===== src/rtl/ddr_area_manager.sv =====
// Allocates DDR space for the AXIS/AXI4 DDR bridge: eight ring areas of 128-byte slots,
// each with a small FIFO of committed packet descriptors that feeds the read command path.
module ddr_area_manager #(
    parameter int C_M_AXI_ADDR_WIDTH = 32,
    parameter logic [C_M_AXI_ADDR_WIDTH-1:0] C_DDR_BASE_ADDR = '0,
    parameter int C_AREA_SIZE_LOG2 = 20,
    parameter int C_DESC_DEPTH = 4
) (
    input  logic                          M_AXI_ACLK,
    input  logic                          M_AXI_ARESETN,
    input  logic                          i_wr_ddr_req,
    input  logic [15:0]                   i_wr_ddr_len,
    input  logic [2:0]                    i_wr_ddr_area,
    input  logic                          i_wr_ddr_cpl,
    output logic [C_M_AXI_ADDR_WIDTH-1:0] o_wr_ddr_addr,
    output logic                          o_wr_ddr_valid,
    input  logic                          i_rd_area_req,
    input  logic [2:0]                    i_rd_area,
    output logic [7:0]                    o_area_nonempty,
    output logic                          o_rd_ddr_req,
    output logic                          o_rd_ddr_valid,
    output logic [C_M_AXI_ADDR_WIDTH-1:0] o_rd_ddr_addr,
    output logic [15:0]                   o_rd_ddr_len,
    output logic [7:0]                    o_rd_ddr_strb,
    input  logic                          i_rd_ddr_ready,
    input  logic                          i_rd_ddr_cpl
);
    localparam int AW = C_M_AXI_ADDR_WIDTH;
    localparam int L  = C_AREA_SIZE_LOG2;
    localparam int FW = L + 1;
    localparam int PW = (C_DESC_DEPTH > 1) ? $clog2(C_DESC_DEPTH) : 1;
    localparam logic [FW-1:0] AREA_BYTES = {1'b1, {L{1'b0}}};
    localparam logic [PW:0]   DEPTH      = (PW + 1)'(C_DESC_DEPTH);
    localparam logic [PW:0]   CNT_ONE    = (PW + 1)'(1);
    localparam logic [PW-1:0] PTR_ONE    = PW'(1);

    // state      | meaning
    // W_IDLE     | waiting for a write allocation request
    // W_CHECK    | waiting for enough free space and a free descriptor slot
    // W_GRANT    | one-cycle grant strobe; debit free space, advance write offset
    // W_WAIT_CPL | granted packet in flight; commit descriptor on completion
    // R_IDLE     | waiting for a scheduler request to a non-empty area
    // R_ISSUE    | waiting for bridge ready to issue the head packet
    // R_WAIT_CPL | read in flight; pop head and credit space on completion
    typedef enum logic [1:0] {W_IDLE, W_CHECK, W_GRANT, W_WAIT_CPL} w_state_t;
    typedef enum logic [1:0] {R_IDLE, R_ISSUE, R_WAIT_CPL} r_state_t;

    w_state_t w_state, w_next;
    r_state_t r_state, r_next;

    logic [15:0]   w_len_q;
    logic [2:0]    w_area_q, r_area_q;
    logic [L-1:0]  start_q;
    logic [FW-1:0] charge_q;

    logic [FW-1:0] free_q [8];
    logic [L-1:0]  woff_q [8];
    logic [PW:0]   cnt_q  [8];
    logic [PW-1:0] wptr_q [8];
    logic [PW-1:0] rptr_q [8];
    logic [FW-1:0] free_next [8];
    logic [PW:0]   cnt_next  [8];

    logic [L-1:0]  d_start  [8][C_DESC_DEPTH];
    logic [15:0]   d_len    [8][C_DESC_DEPTH];
    logic [FW-1:0] d_charge [8][C_DESC_DEPTH];

    logic [16:0]   alloc_c;
    logic [FW-1:0] alloc_ext, woff_ext, charge_c;
    logic [L-1:0]  start_c;
    logic          wrap_c, space_ok;
    logic [AW-1:0] wr_addr_c;
    logic          grant, push, pop, rd_fire, wr_req_ok, rd_req_ok;
    logic [L-1:0]  head_start;
    logic [15:0]   head_len;
    logic [FW-1:0] head_charge;
    logic [7:0]    strb_c;

    assign grant     = (w_state == W_GRANT);
    assign push      = (w_state == W_WAIT_CPL) && i_wr_ddr_cpl;
    assign pop       = (r_state == R_WAIT_CPL) && i_rd_ddr_cpl;
    assign rd_fire   = (r_state == R_ISSUE) && i_rd_ddr_ready;
    assign wr_req_ok = i_wr_ddr_req && (i_wr_ddr_len != 16'd0);
    assign rd_req_ok = i_rd_area_req && o_area_nonempty[i_rd_area];

    assign o_wr_ddr_valid = grant;

    assign head_start  = d_start[r_area_q][rptr_q[r_area_q]];
    assign head_len    = d_len[r_area_q][rptr_q[r_area_q]];
    assign head_charge = d_charge[r_area_q][rptr_q[r_area_q]];

    // A packet that would run past the end of the ring restarts at offset 0 and
    // also pays for the skipped tail, so free space always matches real usage.
    always_comb begin
        alloc_c   = ({1'b0, w_len_q} + 17'd127) & 17'h1FF80;
        alloc_ext = FW'(alloc_c);
        woff_ext  = {1'b0, woff_q[w_area_q]};
        wrap_c    = (woff_ext + alloc_ext) > AREA_BYTES;
        start_c   = wrap_c ? '0 : woff_q[w_area_q];
        charge_c  = wrap_c ? (alloc_ext + (AREA_BYTES - woff_ext)) : alloc_ext;
        space_ok  = (free_q[w_area_q] >= charge_c) && (cnt_q[w_area_q] < DEPTH);
        wr_addr_c = C_DDR_BASE_ADDR + (AW'(w_area_q) << L) + AW'(start_c);
        strb_c    = (head_len[2:0] == 3'd0) ? 8'hFF : ((8'd1 << head_len[2:0]) - 8'd1);
    end

    always_comb begin
        for (int k = 0; k < 8; k++) begin
            free_next[k] = free_q[k];
            cnt_next[k]  = cnt_q[k];
            if (grant && (w_area_q == 3'(k))) free_next[k] = free_next[k] - charge_q;
            if (pop && (r_area_q == 3'(k)))   free_next[k] = free_next[k] + head_charge;
            if (push && (w_area_q == 3'(k)))  cnt_next[k]  = cnt_next[k] + CNT_ONE;
            if (pop && (r_area_q == 3'(k)))   cnt_next[k]  = cnt_next[k] - CNT_ONE;
        end
    end

    always_comb begin
        w_next = w_state;
        case (w_state)
            W_IDLE:     if (wr_req_ok)    w_next = W_CHECK;
            W_CHECK:    if (space_ok)     w_next = W_GRANT;
            W_GRANT:                      w_next = W_WAIT_CPL;
            W_WAIT_CPL: if (i_wr_ddr_cpl) w_next = W_IDLE;
            default:                      w_next = W_IDLE;
        endcase
    end

    always_comb begin
        r_next = r_state;
        case (r_state)
            R_IDLE:     if (rd_req_ok)    r_next = R_ISSUE;
            R_ISSUE:    if (rd_fire)      r_next = R_WAIT_CPL;
            R_WAIT_CPL: if (i_rd_ddr_cpl) r_next = R_IDLE;
            default:                      r_next = R_IDLE;
        endcase
    end

    always_ff @(posedge M_AXI_ACLK or negedge M_AXI_ARESETN) begin
        if (!M_AXI_ARESETN) begin
            w_state <= W_IDLE;
            r_state <= R_IDLE;
        end else begin
            w_state <= w_next;
            r_state <= r_next;
        end
    end

    always_ff @(posedge M_AXI_ACLK or negedge M_AXI_ARESETN) begin
        if (!M_AXI_ARESETN) begin
            w_len_q         <= '0;
            w_area_q        <= '0;
            r_area_q        <= '0;
            start_q         <= '0;
            charge_q        <= '0;
            o_wr_ddr_addr   <= '0;
            o_area_nonempty <= '0;
            o_rd_ddr_req    <= 1'b0;
            o_rd_ddr_valid  <= 1'b0;
            o_rd_ddr_addr   <= '0;
            o_rd_ddr_len    <= '0;
            o_rd_ddr_strb   <= '0;
            for (int k = 0; k < 8; k++) begin
                free_q[k] <= AREA_BYTES;
                woff_q[k] <= '0;
                cnt_q[k]  <= '0;
                wptr_q[k] <= '0;
                rptr_q[k] <= '0;
            end
        end else begin
            if ((w_state == W_IDLE) && wr_req_ok) begin
                w_len_q  <= i_wr_ddr_len;
                w_area_q <= i_wr_ddr_area;
            end
            if ((w_state == W_CHECK) && space_ok) begin
                start_q       <= start_c;
                charge_q      <= charge_c;
                o_wr_ddr_addr <= wr_addr_c;
            end
            if (grant) woff_q[w_area_q] <= L'({1'b0, start_q} + alloc_ext);
            if (push)  wptr_q[w_area_q] <= wptr_q[w_area_q] + PTR_ONE;
            if (pop)   rptr_q[r_area_q] <= rptr_q[r_area_q] + PTR_ONE;
            for (int k = 0; k < 8; k++) begin
                free_q[k]          <= free_next[k];
                cnt_q[k]           <= cnt_next[k];
                o_area_nonempty[k] <= (cnt_next[k] != '0);
            end
            if ((r_state == R_IDLE) && rd_req_ok) r_area_q <= i_rd_area;
            o_rd_ddr_req   <= rd_fire;
            o_rd_ddr_valid <= rd_fire;
            if (rd_fire) begin
                o_rd_ddr_addr <= C_DDR_BASE_ADDR + (AW'(r_area_q) << L) + AW'(head_start);
                o_rd_ddr_len  <= head_len;
                o_rd_ddr_strb <= strb_c;
            end
        end
    end

    always_ff @(posedge M_AXI_ACLK) begin
        if (push) begin
            d_start[w_area_q][wptr_q[w_area_q]]  <= start_q;
            d_len[w_area_q][wptr_q[w_area_q]]    <= w_len_q;
            d_charge[w_area_q][wptr_q[w_area_q]] <= charge_q;
        end
    end

endmodule

===== config.mk =====
export PLATFORM = sky130hd
export DESIGN_NAME = ddr_area_manager
export DESIGN_NICKNAME = d
export VERILOG_FILES = /design/src/rtl/ddr_area_manager.sv
export SDC_FILE = /design/constraint.sdc
export NUM_CORES = 2
export LEC_CHECK = 0
export BUFFER_PORTS_ARGS = -buffer_cell sky130_fd_sc_hd__buf_2
export CORE_UTILIZATION = 64
export CTS_CLUSTER_DIAMETER = 100
export DETAILED_ROUTE_END_ITERATION = 16
export GPL_TIMING_DRIVEN = 1
export PLACE_DENSITY = 0.81
export SYNTH_ARGS = -nofsm -noshare
export SYNTH_HDL_FRONTEND = slang
export SYNTH_SLANG_ARGS = --single-unit

===== constraint.sdc =====
create_clock -name M_AXI_ACLK -period 7.4 [get_ports M_AXI_ACLK]
set_input_delay 1.11 -clock M_AXI_ACLK [delete_from_list [all_inputs] [get_ports M_AXI_ACLK]]
set_output_delay 1.11 -clock M_AXI_ACLK [all_outputs]
set_load 0.01 [all_outputs]

==> key figures <==
Status
  – Status: finished clean

Setup path
  – Critical Path End Type: flop
  – CP arrival: 7.94 ns
  – Crit path kind: flop to flop
  – Origin of the critical flop-to-flop path: w_len_q[6]$_DFFE_PN0P_
  – Critical Path RT: 8.18 ns
  – R2r setup slk: 0.24 ns
  – Nature of the critical path startpoint: flop
  – Critical path's slowest cell: a31oi_4
  – Max Fanout on Critical Path: 34
  – FF-to-FF path depth: 29
  – Most used cell, CP: nand2_1
  – CP peak stage delay: 0.42 ns
  – R2r endpoint: start_q[18]$_DFFE_PN0P_
  – Worst setup path endpoint: start_q[18]$_DFFE_PN0P_
  – Beginning of the critical path: w_len_q[6]$_DFFE_PN0P_

Finish
  – Layout area overhead: 10.57%
  – # nets final: 7,845
  – Final Non-Filler Cells: 9,819
  – Share of cells above drive strength 1: 20.96%
  – Core Util, Final: 71.19%

Yosys
  – Unique masters post-synth: 94
  – Top_reg_cell synth: edfxtp_1
  – Asr flop ratio synth: 21.85%
  – Post-synthesis cell area: 108,900 sq um
  – FF+latch count, synth: 2,334
  – Number of synthesized flops with an enable pin: 1,824
  – Seq/Total Area, Yosys: 62.04%
  – Synth warnings: 0
  – Avg Inst Size Synth: 15.22 sq um
  – Synth Instances: 7,152

STA
  – Setup violators final: 0
  – Final hold violation count: 0
  – Worst-Margin Slew: 1.343 ns
  – Setup Skew: 0.02769 ns
  – RSZ-0062 raised after global routing: false
  – Max Fclk: 0.1397 GHz
  – Total negative slack: 0 ns
  – Rel. slew slack: 10.50%
  – Fin crit period: 7.160 ns
  – Slew Limit Fails: 0
  – Final hold slack: 0.3098 ns
  – Fin crit share: 96.76%

Route
  – Routed WL per cell: 33.81 um
  – Vias per cell: 7.108
  – Post-route ant nets: 0
  – Residual DRC: 0
  – Drt total wl: 332,000 um
  – Via count: 69,800
  – Initial drt markers: 10,240
  – DR pass1 iterations: 6

Job
  – MaxCap Viol Count: 0

Floorplanning
  – Core Box Area: 169,100 sq um
  – Die X: 414.5 um
  – Effective utilization at floorplan: 64.39%
  – Full die area: 171,800 sq um
  – # rows: 151
  – Chip height: 414.5 um
  – IO Count: 128

CTS
  – # hold bufs at CTS: 0
  – Clk buf depth: 3
  – Clock latency on the worst-skew pair: 0.90 ns
  – CTS tree: done
  – Root Buffer: clkbuf_16
  – H-Tree Depth: 4
  – Inserted Clock Buffers: 224
  – # clock sinks: 2,334
  – Reg clk slew, reported paths: 0.07 ns

Placed design
  – Dpl cells: 9,389
  – HPWL Detailed: 188,000 um
  – Port-buffer cells: 109
  – RePlAce Congestion: 0.9372

Global route
  – Initial antenna violation count: 5
  – Largest net degree at the start of global routing: 175
  – Via count of the first global-routing pass: 71,620
  – First-pass GRT wire length: 482,100 um
  – Total track usage: 38.94%
  – GR Overflow Total: 0

Power and ir drop
  – Peak supply drop: 0.0005056 V
  – Lkg Pwr: 45.39 nW
  – PwrDens: 510.8 nW/um^2

Min path
  – Hold Crit Class: input port to asynchronous set/reset pin
[timing repair]
item / CTS / global route
setup endpoints to repair: 0 / 32
setup buffers: 0 / 5
gates resized for setup: 0 / 3
[placed cells by master, fill, tap and decap left out, types with 63 or more instances in the layout]
master and count:
o21ai_0 442, nor3_1 63, mux4_2 638, xor2_1 144, a21o_1 98, edfxtp_1 1824
ha_1 396, a21oi_1 270, mux2_2 145, dfrtp_1 496, inv_1 137, buf_2 108
clkbuf_16 229, xnor2_1 203, nor2_1 237, buf_4 204, mux2i_1 82, nand2_1 865
[metal layers]
layer	up-vias	part of all wire (%)	GRT usage, %
li1	28150	-	-
met1	35110	33	47.49
met2	5183	49	64.18
met3	1352	11	8.882
met4	6	6.9	22.62
met5	-	0.010	0
[Yosys cell counts, drive strengths merged (8+ instances only)]
master,n,area (sq um)
edfxtp,1824,54770
nand2,870,3271
mux4,641,14450
dfrtp,502,12560
o21ai,462,2312
ha,396,4955
a21oi,272,1376
nor2,241,912.1
xnor2,203,1778
clkbuf,174,653.1
buf,151,765.7
mux2,146,1644
xor2,144,1261
inv,138,518.0
a21o,98,735.7
mux2i,84,840.8
nor3,71,380.4
nand3,60,305.3
nor2b,57,356.6
and2,48,300.3
a31oi,46,302.8
o31ai,45,387.9
nand2b,42,262.8
o21bai,41,307.8
or3,39,244.0
a211oi,37,277.8
o21a,31,232.7
and3,28,175.2
o211ai,24,185.2
a31o,19,166.4
fa,18,360.4
nand4,16,100.1
a211o,15,131.4
o22ai,14,87.58
a21boi,12,90.09
nor4,12,75.07
o41ai,12,112.6
a2111oi,10,88.84
or2,9,56.30
dfstp,8,210.2
[worst max-delay path: cells and delay by family (launching register included)]
family                   cells  cell delay (ns)
XOR/XNOR                     2             0.36
AO/OA/AOI/OAI               12             2.81
adder cells (fa/ha/maj)      2             0.63
AND/OR/NAND/NOR             11             2.32
flip-flops                   1             0.40
buffers and inverters        2             0.45
[final cells by class]
type | count | area, sq um
diodes | 2 | 5.005
clock buffers | 290 | 6150
clock inverters | 133 | 1290
fillers | 9896 | 48710
inverters | 138 | 518.0
multi-input cells | 4374 | 39660
flip-flops and latches | 2334 | 67560
well taps | 2218 | 2775
repair buffers | 330 | 2422
[stage by stage]
stage	instance area, sq um	setup WS, ns	power, W
2_1_floorplan	108900	0.6249	0.03982
3_3_place_gp	112900	0.4857	0.04750
3_5_place_dp	112900	0.3627	0.04855
4_1_cts	120300	0.1494	0.06078
5_1_grt	120400	0.002041	0.06428
6_report	120400	0.2398	0.06150
[power by group]
| group | internal [W] | switching (W) | total, W |
|---|---|---|---|
| clock network | 0.00652 | 0.00530 | 0.0118 |
| logic | 0.0130 | 0.0190 | 0.0320 |
| registers | 0.0164 | 0.00128 | 0.0177 |
[state kept, by name, summed over array words and instances (netlist names), 4 cells and up]
signal and cells:
charge_q 21, cnt_q 24, d_charge 672, d_len 512
d_start 640, free_q 168, o_area_nonempty 8, o_rd_ddr_addr 23
o_rd_ddr_len 16, o_rd_ddr_strb 8, o_wr_ddr_addr 4, rptr_q 16
start_q 19, w_len_q 16, woff_q 160, wptr_q 16
[cells by family (layout without fill, tap and decap cells)]
group | Yosys count | after routing | synth area share, %
AOI/OAI and AO/OA | 1197 | 1197 | 6.745
xor gates and xnor gates | 350 | 350 | 2.854
adders and majority gates | 414 | 414 | 4.882
buffers and inverters | 463 | 891 | 1.779
DFF | 2334 | 2334 | 62.04
muxes | 871 | 871 | 15.55
other | 2 | 23 | 0.006898
and+or+nand+nor | 1521 | 1521 | 6.141
[worst min-delay path by stage]
stage,slack [ns],start,end
global placement,0.45,o_rd_ddr_strb[0]$_DFFE_PN0P_,o_rd_ddr_strb[0]$_DFFE_PN0P_
finish,0.31,M_AXI_ARESETN,cnt_q[6]$_DFF_PN0_
detailed placement,0.45,o_rd_ddr_strb[0]$_DFFE_PN0P_,o_rd_ddr_strb[0]$_DFFE_PN0P_
floorplan,0.44,woff_q[122]$_DFFE_PN0P_,woff_q[122]$_DFFE_PN0P_
global route,0.36,M_AXI_ARESETN,cnt_q[6]$_DFF_PN0_
CTS,0.33,M_AXI_ARESETN,free_q[61]$_DFF_PN0_
Note: power is estimated with default switching activity, not from simulation.
